==> config.mk <==
export PLATFORM = sky130hd
export DESIGN_NAME = i2s_dac_tx_flat
export DESIGN_NICKNAME = d
export VERILOG_FILES = /design/src/rtl/i2s_dac_tx_if.sv /design/src/rtl/i2s_dac_tx.sv /design/src/flat_wrapper.sv
export SDC_FILE = /design/constraint.sdc
export NUM_CORES = 1
export LEC_CHECK = 0
export CORE_UTILIZATION = 49
export DETAILED_ROUTE_END_ITERATION = 8
export PLACE_DENSITY = 0.74
export SYNTH_ARGS = -nofsm -noshare
export SYNTH_HDL_FRONTEND = slang
export SYNTH_SLANG_ARGS = --single-unit
==> constraint.sdc <==
create_clock -name Clk -period 1.83 [get_ports Clk]
set_clock_uncertainty 0.2 [all_clocks]
set_input_delay 0.2745 -clock Clk [delete_from_list [all_inputs] [get_ports Clk]]
set_output_delay 0.2745 -clock Clk [all_outputs]
set_load 0.01 [all_outputs]
==> src/rtl/i2s_dac_tx_if.sv <==
// Bundle between the sample-index controller/codec side and the I2S DAC transmitter.
// The transmitter uses the slave view; whoever drives the codec clocks and sample uses master.
interface i2s_dac_tx_if #(
    parameter int DATA_W = 16
);
    logic              INIT_FINISH;
    logic [DATA_W-1:0] sample_data;
    logic              AUD_BCLK;
    logic              AUD_DACLRCK;
    logic              AUD_DACDAT;
    logic              data_over;
    logic              active;
    logic              short_frame;

    modport slave (
        input  INIT_FINISH, sample_data, AUD_BCLK, AUD_DACLRCK,
        output AUD_DACDAT, data_over, active, short_frame
    );

    modport master (
        output INIT_FINISH, sample_data, AUD_BCLK, AUD_DACLRCK,
        input  AUD_DACDAT, data_over, active, short_frame
    );
endinterface

==> src/rtl/i2s_dac_tx.sv <==
// I2S / left-justified serialiser slaved to the codec BCLK and DACLRCK.
// One sample is captured at each left-channel start and replayed on the right channel;
// a one-cycle data_over pulse per frame tells the controller to advance its index.
module i2s_dac_tx #(
    parameter int DATA_W      = 16,
    parameter int SYNC_STAGES = 2,
    parameter bit I2S_MODE    = 1'b1
) (
    input  logic           Clk,
    input  logic           Reset,
    i2s_dac_tx_if.slave    bus
);
    localparam int CNT_W = $clog2(DATA_W + 1);

    typedef enum logic [1:0] {
        ST_IDLE,
        ST_ALIGN,
        ST_LEFT,
        ST_RIGHT
    } state_t;

    // Synchronisers plus history flops for the two codec clocks
    logic [SYNC_STAGES-1:0] bclk_sync_q;
    logic [SYNC_STAGES-1:0] lrck_sync_q;
    logic                   bclk_hist_q;
    logic                   lrck_hist_q;
    logic                   bclk_fall;
    logic                   lrck_fall;
    logic                   lrck_rise;

    // Transmitter state
    state_t              state_q, state_d;
    logic [DATA_W-1:0]   shift_q, shift_d;
    logic [DATA_W-1:0]   hold_q, hold_d;
    logic [CNT_W-1:0]    bitcnt_q, bitcnt_d;
    logic                skip_q, skip_d;
    logic                dacdat_q, dacdat_d;
    logic                data_over_q, data_over_d;
    logic                short_q, short_d;

    // Decoded actions for the current cycle
    logic                word_start;
    logic                shift_step;
    logic [DATA_W-1:0]   word_src;

    // Bring BCLK and LRCK into the Clk domain and keep one cycle of history for edge detection
    always_ff @(posedge Clk or posedge Reset) begin
        if (Reset) begin
            bclk_sync_q <= '0;
            lrck_sync_q <= '0;
            bclk_hist_q <= 1'b0;
            lrck_hist_q <= 1'b0;
        end else begin
            bclk_sync_q <= {bclk_sync_q[SYNC_STAGES-2:0], bus.AUD_BCLK};
            lrck_sync_q <= {lrck_sync_q[SYNC_STAGES-2:0], bus.AUD_DACLRCK};
            bclk_hist_q <= bclk_sync_q[SYNC_STAGES-1];
            lrck_hist_q <= lrck_sync_q[SYNC_STAGES-1];
        end
    end

    assign bclk_fall = bclk_hist_q & ~bclk_sync_q[SYNC_STAGES-1];
    assign lrck_fall = lrck_hist_q & ~lrck_sync_q[SYNC_STAGES-1];
    assign lrck_rise = ~lrck_hist_q & lrck_sync_q[SYNC_STAGES-1];

    // State register and all datapath registers
    always_ff @(posedge Clk or posedge Reset) begin
        if (Reset) begin
            state_q     <= ST_IDLE;
            shift_q     <= '0;
            hold_q      <= '0;
            bitcnt_q    <= '0;
            skip_q      <= 1'b0;
            dacdat_q    <= 1'b0;
            data_over_q <= 1'b0;
            short_q     <= 1'b0;
        end else begin
            state_q     <= state_d;
            shift_q     <= shift_d;
            hold_q      <= hold_d;
            bitcnt_q    <= bitcnt_d;
            skip_q      <= skip_d;
            dacdat_q    <= dacdat_d;
            data_over_q <= data_over_d;
            short_q     <= short_d;
        end
    end

    // Next-state and datapath: an LRCK edge always wins over a coincident BCLK fall
    always_comb begin
        state_d     = state_q;
        shift_d     = shift_q;
        hold_d      = hold_q;
        bitcnt_d    = bitcnt_q;
        skip_d      = skip_q;
        dacdat_d    = dacdat_q;
        data_over_d = 1'b0;
        short_d     = short_q;
        word_start  = 1'b0;
        shift_step  = 1'b0;
        word_src    = hold_q;

        if (!bus.INIT_FINISH) begin
            state_d  = ST_IDLE;
            dacdat_d = 1'b0;
        end else begin
            case (state_q)
                ST_IDLE: begin
                    dacdat_d = 1'b0;
                    state_d  = ST_ALIGN;
                end
                ST_ALIGN: begin
                    dacdat_d = 1'b0;
                    if (lrck_fall) begin
                        word_start  = 1'b1;
                        word_src    = bus.sample_data;
                        hold_d      = bus.sample_data;
                        data_over_d = 1'b1;
                        state_d     = ST_LEFT;
                    end
                end
                ST_LEFT: begin
                    if (lrck_rise) begin
                        word_start = 1'b1;
                        word_src   = hold_q;
                        state_d    = ST_RIGHT;
                        if (bitcnt_q != '0) short_d = 1'b1;
                    end else if (bclk_fall) begin
                        shift_step = 1'b1;
                    end
                end
                ST_RIGHT: begin
                    if (lrck_fall) begin
                        word_start  = 1'b1;
                        word_src    = bus.sample_data;
                        hold_d      = bus.sample_data;
                        data_over_d = 1'b1;
                        state_d     = ST_LEFT;
                        if (bitcnt_q != '0) short_d = 1'b1;
                    end else if (bclk_fall) begin
                        shift_step = 1'b1;
                    end
                end
                default: begin
                    state_d  = ST_IDLE;
                    dacdat_d = 1'b0;
                end
            endcase
        end

        if (word_start) begin
            if (I2S_MODE) begin
                // MSB waits for the second BCLK fall; the first one is swallowed by skip
                shift_d  = word_src;
                bitcnt_d = CNT_W'(DATA_W);
                skip_d   = 1'b1;
            end else begin
                // Left-justified: MSB goes out together with the LRCK edge
                dacdat_d = word_src[DATA_W-1];
                shift_d  = {word_src[DATA_W-2:0], 1'b0};
                bitcnt_d = CNT_W'(DATA_W - 1);
                skip_d   = 1'b0;
            end
        end else if (shift_step) begin
            if (skip_q) begin
                skip_d = 1'b0;
            end else if (bitcnt_q != '0) begin
                dacdat_d = shift_q[DATA_W-1];
                shift_d  = {shift_q[DATA_W-2:0], 1'b0};
                bitcnt_d = bitcnt_q - CNT_W'(1);
            end else begin
                dacdat_d = 1'b0;
            end
        end
    end

    assign bus.AUD_DACDAT  = dacdat_q;
    assign bus.data_over   = data_over_q;
    assign bus.short_frame = short_q;
    assign bus.active      = (state_q != ST_IDLE);
endmodule

==> src/flat_wrapper.sv <==
// flat-port wrapper written by rule: the top's interface ports become plain ports
module i2s_dac_tx_flat 
#(
    parameter int DATA_W      = 16,
    parameter int SYNC_STAGES = 2,
    parameter bit I2S_MODE    = 1'b1
)
  (Clk, Reset, bus_INIT_FINISH, bus_sample_data, bus_AUD_BCLK, bus_AUD_DACLRCK, bus_AUD_DACDAT, bus_data_over, bus_active, bus_short_frame);
  i2s_dac_tx_if #(.DATA_W(DATA_W)) bus_i ();
  input  logic Clk;
  input  logic Reset;
  input wire logic [$bits(bus_i.INIT_FINISH)-1:0] bus_INIT_FINISH;
  input wire logic [$bits(bus_i.sample_data)-1:0] bus_sample_data;
  input wire logic [$bits(bus_i.AUD_BCLK)-1:0] bus_AUD_BCLK;
  input wire logic [$bits(bus_i.AUD_DACLRCK)-1:0] bus_AUD_DACLRCK;
  output wire logic [$bits(bus_i.AUD_DACDAT)-1:0] bus_AUD_DACDAT;
  output wire logic [$bits(bus_i.data_over)-1:0] bus_data_over;
  output wire logic [$bits(bus_i.active)-1:0] bus_active;
  output wire logic [$bits(bus_i.short_frame)-1:0] bus_short_frame;
  assign bus_i.INIT_FINISH = bus_INIT_FINISH;
  assign bus_i.sample_data = bus_sample_data;
  assign bus_i.AUD_BCLK = bus_AUD_BCLK;
  assign bus_i.AUD_DACLRCK = bus_AUD_DACLRCK;
  assign bus_AUD_DACDAT = bus_i.AUD_DACDAT;
  assign bus_data_over = bus_i.data_over;
  assign bus_active = bus_i.active;
  assign bus_short_frame = bus_i.short_frame;
  i2s_dac_tx #(.DATA_W(DATA_W), .SYNC_STAGES(SYNC_STAGES), .I2S_MODE(I2S_MODE)) u_core (.Clk(Clk), .Reset(Reset), .bus(bus_i));
endmodule
==> results of run 1 <==
==> worst reg2reg max path: stages (launching register included) <==
cell and delay (ns):
dfrtp_1 0.41, and3b_4 0.24, nor4b_4 0.25, and4b_2 0.33, nor2_4 0.11, a221o_1 0.34
==> per-stage QoR <==
step | std cells | utilization [%] | setup TNS, ns | hold WS [ns]
after floorplan | 151 | - | -1.58 | 0.106
after global placement | 240 | 62.4 | -7.03 | 0.133
after detailed placement | 240 | 62.4 | -7.77 | 0.146
after CTS | 250 | 66.2 | -2.28 | 0.116
after global routing | 251 | 66.8 | -3.29 | 0.168
final | 251 | 66.8 | -2.28 | 0.108
==> timing repair <==
action                                  CTS  global route
cloned                                    1             0
resized for setup                        12            10
endpoints found under the setup margin   21            21
pin swaps                                14             1
setup buffers                             1             1
==> logic make-up after synthesis <==
| family | Yosys count | share of synthesized area (%) |
|---|---|---|
| buffers and inverters | 11 | 3.25 |
| AOI/OAI and AO/OA | 25 | 10.9 |
| DFF | 49 | 60.1 |
| and+or+nand+nor | 46 | 14.0 |
| adders and majority gates | 1 | 0.613 |
| muxes | 19 | 11.1 |
==> worst max path at each step <==
stage / endpoint / from / depth (start not counted) / slack [ns]
floorplan: u_core.shift_q[11]$_DFFE_PP0P_ / u_core.lrck_sync_q[1]$_DFF_PP0_ / 6 / -0.13
global placement: u_core.bitcnt_q[3]$_DFFE_PP0P_ / bus_INIT_FINISH / 7 / -0.38
detailed placement: u_core.shift_q[1]$_DFFE_PP0P_ / bus_INIT_FINISH / 6 / -0.41
CTS: u_core.shift_q[7]$_DFFE_PP0P_ / u_core.lrck_sync_q[1]$_DFF_PP0_ / 6 / -0.15
global route: u_core.shift_q[15]$_DFFE_PP0P_ / u_core.lrck_hist_q$_DFF_PP0_ / 5 / -0.23
finish: u_core.shift_q[15]$_DFFE_PP0P_ / u_core.lrck_hist_q$_DFF_PP0_ / 5 / -0.16
==> flip-flops by register name (all words and copies together) (netlist names) <==
| name | count |
|---|---|
| u_core.hold_q | 16 |
| u_core.bitcnt_q | 5 |
| u_core.bclk_sync_q | 2 |
| u_core.bus.data_over | 1 |
| u_core.shift_q | 16 |
| u_core.bclk_hist_q | 1 |
| u_core.lrck_sync_q | 2 |
| u_core.skip_q | 1 |
| u_core.lrck_hist_q | 1 |
| u_core.bus.short_frame | 1 |
| u_core.state_q | 2 |
| u_core.bus.AUD_DACDAT | 1 |
==> layout make-up <==
type | count | share of cell area (%)
Sequential cell | 49 | 45.9
Multi-Input combinational cell | 91 | 29.4
Clock buffer | 5 | 2.58
Clock inverter | 3 | 1.73
Inverter | 4 | 0.562
Timing Repair Buffer | 49 | 17.4
Tap cell | 50 | 2.34
==> metal layers <==
layer / GRT usage, % / wire, um / vias to the layer above
met5: 0 / 0 / -
met4: 5.59 / 40 / 0
met3: 5.65 / 147 / 5
met2: 34.2 / 2000 / 29
met1: 28.0 / 1770 / 708
li1: - / - / 639
==> cell usage in the layout, fill, tap and decap left out, types with 5 or more instances in the layout <==
cell type and instances:
a221o_1 15, and2_1 11, buf_4 20, clkbuf_8 5, clkdlybuf4s50_1 23, dfrtp_1 48, mux2_2 12, mux2_4 5
nand2_1 13
==> power by group through the flow <==
| stage | logic, mW | registers (mW) | clock network [mW] |
|---|---|---|---|
| 2_1_floorplan | 0.293 | 1.41 | 0 |
| 3_3_place_gp | 0.427 | 1.43 | 0 |
| 3_5_place_dp | 0.449 | 1.44 | 0 |
| 4_1_cts | 0.459 | 1.42 | 0.790 |
| 5_1_grt | 0.503 | 1.45 | 0.834 |
| 6_report | 0.457 | 1.42 | 0.774 |
==> metrics.cfg, run 1 <==
[die]
die_area_um2 = 4430
die_x_um = 66.5
placementRows = 23
die_y_um = 66.5
initial_core_util_pct = 51.0
coreArea_um2 = 4000
num_io_pins = 25

[logic_synthesis]
yosysWarningCount = 0
yosysSeqAreaShare_pct = 60.1
synth_cell_type_count = 35
synth_most_common_cell = dfrtp_1
synth_edf_count = 0
synth.area.top_cells = dfrtp_1, a221o_1, mux2_2
syn_nets = 173
synth_ff_type = dfrtp_1
synthArstFlopShare_pct = 100
synthCells = 151
synth_top_area_share_pct = 60.1
avgSynthCellArea_um2 = 13.5
synthTopCellsByCount = dfrtp_1, a221o_1, mux2_2, nand2_1, and2_1
netlist_area_um2 = 2040
synth_top_area_cell = dfrtp_1
synth_seq_cells = 49

[clock_network]
cts_buffers = 5
holdBufCountCts = 0
root_buffer = clkbuf_8
insertion_delay_ns = 0.31
htreeDepth = 2
clkTransAtPathRegs_ns = 0.10
clkSinkCount = 49
clk_path_buf_depth = 2
cts_tree = done

[cells_and_area]
final_area_um2 = 2670
antenna_cells = 0
seqCellArea_um2 = 1230
n_fill_cell = 304
multi_input_area_um2 = 786
layout.nets = 222
drive_above_1_share_pct = 33.3
area_delta_synth_final_pct = 30.9

[place]
portBuffers = 24
dp_slack_ns = -0.412
routabilityCongestion = 0.795
hpwl_um = 2700
dpl_cell_area_um2 = 2500

[setup_path]
r2r_end = u_core.shift_q[15]$_DFFE_PP0P_
cp_top_family = simple AND/OR/NAND/NOR gates
rrSetupSlack_ns = -0.16
crit_chain = and3b_4 > nor4b_4 > and4b_2 > nor2_4 > a221o_1
crit_fanout = 16
cp_data_arrival_time_ns = 1.97
critical_path_buf_inv_count = 0
crit_path_start_kind = register
worstPathRequired_ns = 1.81
endpoint_kind = register
max_stage_delay_ns = 0.41
crit_slowest_cell = dfrtp_1
reg2reg_from = u_core.lrck_hist_q$_DFF_PP0_
r2r_cells = 5
worst-setup-path-type = reg -> reg

[pwr]
ir_worst_vdd_v = 0.000651
power.internal_mw = 2.01
switchingPower_uw = 647
power.share.sequential_pct = 53.6
power_density_nw_per_um2 = 994
power_frac_comb_pct = 17.2
p_leak_nw = 1.23
switching_share_pct = 24.4
p_clk_share_pct = 29.1
finalPower_mw = 2.65

[global_routing]
gr-total-overflow = 0
grt_max_degree = 50
grt_pass1_vias = 1421
grt_pass1_wl_um = 6770
antenna_found_initial = 0
grtUsageTotal_pct = 21.1

[outcome]
violations = negative setup slack
outcome = complete, but fails checks

[sta]
timing.final.ws_setup_ns = -0.157
slew_headroom_pct = 72.7
tightestPinTransition_ns = 0.408
setup_violations = 19
timing.final.hold_violations = 0
drv_slew = 0
period_share_pct = 109
period_minus_slack_ns = 1.99
max_freq_mhz = 503
rsz0062_at_grt = true

[min_path]
min-delay-path-class = in -> async

[routing]
drcViolationCount = 0
ant_nets = 0
routed_wl_um = 3950
routed-via-count = 1381
drt_iter0_drc = 85
dr.pass1.iters = 4
via_per_inst = 5.50
wl_per_cell_um = 15.8

[job]
maxCapViolations = 0

Note: power is estimated with default switching activity, not from simulation.
==> run 2: changes to the inputs <==
--- a/config.mk
+++ b/config.mk
@@ -6,6 +6,7 @@
 export NUM_CORES = 1
 export LEC_CHECK = 0
 export CORE_UTILIZATION = 49
+export CTS_CLUSTER_DIAMETER = 50
 export DETAILED_ROUTE_END_ITERATION = 8
 export PLACE_DENSITY = 0.74
 export SYNTH_ARGS = -nofsm -noshare
==> results of run 2 <==
The final DEF is identical to that of run 1; final timing and power are the same.
==> run 3: changes to the inputs <==
--- a/config.mk
+++ b/config.mk
@@ -5,6 +5,7 @@
 export SDC_FILE = /design/constraint.sdc
 export NUM_CORES = 1
 export LEC_CHECK = 0
+export CORE_MARGIN = 5
 export CORE_UTILIZATION = 49
 export CTS_CLUSTER_DIAMETER = 50
 export DETAILED_ROUTE_END_ITERATION = 8
==> metrics.cfg, run 3 (synthesis results as in run 1) <==
[outcome]
outcome = complete, but fails checks  ; unchanged
violations = negative setup slack  ; unchanged

[global_routing]
grt_max_degree = 38  ; was 50
grt_pass1_wl_um = 6850  ; was 6770 um
antenna_found_initial = 0  ; unchanged
grtUsageTotal_pct = 16.2  ; was 21.1%
grt_pass1_vias = 1501  ; was 1,421
gr-total-overflow = 0  ; unchanged

[sta]
finalSetupTns_ns = -3.08  ; was -2.28 ns
rsz0062_at_grt = true  ; unchanged
period_minus_slack_ns = 2.01  ; was 1.99 ns
slew_headroom_pct = 73.9  ; was 72.7%
drv_slew = 0  ; unchanged
max_freq_mhz = 496  ; was 503 MHz
tightestPinTransition_ns = 0.389  ; was 0.408 ns
timing.final.ws_setup_ns = -0.185  ; was -0.157 ns
setup_violations = 19  ; unchanged
period_share_pct = 110  ; was 109%
timing.final.hold_violations = 0  ; unchanged

[setup_path]
worstPathRequired_ns = 1.81  ; about the same
worst-setup-path-type = reg -> reg  ; unchanged
cp_data_arrival_time_ns = 2.00  ; was 1.97 ns
endpoint_kind = register  ; unchanged
crit_fanout = 16  ; unchanged
crit_path_start_kind = register  ; unchanged

[cells_and_area]
final_util_pct = 66.4  ; was 66.8%
area_delta_synth_final_pct = 31.0  ; was 30.9%
layout_commonest_cell = dfrtp_1  ; unchanged
most-common-layout-cells = dfrtp_1, buf_4, clkdlybuf4s50_1  ; was dfrtp_1, clkdlybuf4s50_1, buf_4
layout.nets = 227  ; was 222
antenna_cells = 0  ; unchanged
largest_registers = u_core.hold_q (16), u_core.shift_q (16), u_core.bitcnt_q (5)  ; unchanged
n_fill_cell = 299  ; was 304
drive_above_1_share_pct = 33.5  ; was 33.3%

[routing]
routed_wl_um = 4120  ; was 3950 um
dr.pass1.iters = 4  ; unchanged
wl_per_cell_um = 16.1  ; was 15.8 um
drt_iter0_drc = 84  ; was 85
ant_nets = 0  ; unchanged
routed-via-count = 1374  ; was 1,381
via_per_inst = 5.37  ; was 5.50
drcViolationCount = 0  ; unchanged

[pwr]
power.internal_mw = 1.94  ; was 2.01 mW
p_leak_nw = 1.24  ; was 1.23 nW
power_frac_comb_pct = 18.0  ; was 17.2%
switching_share_pct = 24.1  ; was 24.4%
switchingPower_uw = 614  ; was 647 uW
finalPower_mw = 2.55  ; was 2.65 mW
ir_worst_vdd_v = 0.000514  ; was 0.000651 V
power.share.sequential_pct = 55.5  ; was 53.6%
p_clk_share_pct = 26.5  ; was 29.1%
power_density_nw_per_um2 = 954  ; was 994 nW/um^2

[clock_network]
insertion_delay_ns = 0.29  ; was 0.31 ns
cts_buffers = 5  ; unchanged
cts_tree = done  ; unchanged
clkSinkCount = 49  ; unchanged
holdBufCountCts = 0  ; unchanged
root_buffer = clkbuf_8  ; unchanged
clk_path_buf_depth = 2  ; unchanged
htreeDepth = 2  ; unchanged
clkTransAtPathRegs_ns = 0.08  ; was 0.10 ns

[min_path]
min-delay-path-class = in -> async  ; unchanged

[place]
routabilityCongestion = 0.792  ; was 0.795
portBuffers = 24  ; unchanged
hpwl_um = 2960  ; was 2700 um

[die]
initial_core_util_pct = 50.7  ; was 51.0%
die_x_um = 74.5  ; was 66.5 um
placementRows = 23  ; unchanged
coreArea_um2 = 4030  ; was 4000 um^2
num_io_pins = 25  ; unchanged
die_area_um2 = 5560  ; was 4430 um^2
die_y_um = 74.5  ; was 66.5 um

[job]
maxCapViolations = 0  ; unchanged

==> run 3: critical path, stage by stage, from the launching register on <==
cell     delay, ns
dfrtp_1       0.39
and3b_4       0.26
nor4b_4       0.30
and4b_2       0.33
nor2_4        0.10
a221o_1       0.32
==> run 3: power groups by stage <==
| stage | sequential [mW] | combinational [mW] | clock (mW) |
|---|---|---|---|
| after detailed placement | 1.44 | 0.456 | 0 |
| after global placement | 1.42 | 0.436 | 0 |
| after floorplan | 1.41 | 0.293 | 0 |
| after global routing | 1.44 | 0.500 | 0.739 |
| after CTS | 1.42 | 0.463 | 0.693 |
| final | 1.42 | 0.458 | 0.676 |
==> run 3: per-layer routing <==
| layer | global-route usage (%) | wire length, um | part of all wire (%) | up-vias |
|---|---|---|---|---|
| li1 | - | - | - | 650 |
| met1 | 19.9 | 1800 | 44 | 698 |
| met2 | 28.1 | 2130 | 52 | 21 |
| met3 | 3.24 | 137 | 3.3 | 5 |
| met4 | 6.13 | 51 | 1.2 | 0 |
| met5 | 0 | 0 | 0 | - |
==> run 3: through the flow <==
stage	hold slack, ns	cell area [um^2]	instances	worst slack [ns]
6_report	0.0440	2670	256	-0.185
5_1_grt	0.0612	2670	256	-0.270
4_1_cts	0.0500	2660	255	-0.186
3_5_place_dp	0.136	2510	244	-0.473
3_3_place_gp	0.134	2510	244	-0.397
2_1_floorplan	0.106	2070	151	-0.131
==> run 3: final cells by class <==
class	count	area, um^2	area share (%)
Tap cell	50	62.6	2.34
Multi-Input combinational cell	91	777	29.1
Inverter	4	15.0	0.562
Sequential cell	49	1230	45.9
Clock buffer	7	96.3	3.60
Timing Repair Buffer	54	492	18.4
Clock inverter	1	5.00	0.187
==> run 3: path summary, 6_finish.rpt <==
| check | to | depth (start not counted) | start | slack (ns) |
|---|---|---|---|---|
| min in group Clk | u_core.bclk_sync_q[1]$_DFF_PP0_ | 0 | u_core.bclk_sync_q[0]$_DFF_PP0_ | 0.15 |
| max in group asynchronous | u_core.shift_q[11]$_DFFE_PP0P_ | 3 | Reset | 0.90 |
| hold / removal | u_core.hold_q[11]$_DFF_PP0_ | 2 | Reset | 0.04 |
| setup reg to reg | u_core.shift_q[15]$_DFFE_PP0P_ | 5 | u_core.lrck_sync_q[1]$_DFF_PP0_ | -0.18 |
| hold reg to reg | u_core.bclk_sync_q[1]$_DFF_PP0_ | 0 | u_core.bclk_sync_q[0]$_DFF_PP0_ | 0.15 |
| setup / recovery | u_core.shift_q[15]$_DFFE_PP0P_ | 5 | u_core.lrck_sync_q[1]$_DFF_PP0_ | -0.18 |
==> run 3: repair_timing <==
| item | 4_1_cts | 5_1_grt |
|---|---|---|
| gates cloned | 1 | 0 |
| pin swaps | 15 | 2 |
| setup endpoints to repair | 21 | 21 |
| buffers inserted | 2 | 1 |
| gates resized for setup | 12 | 4 |
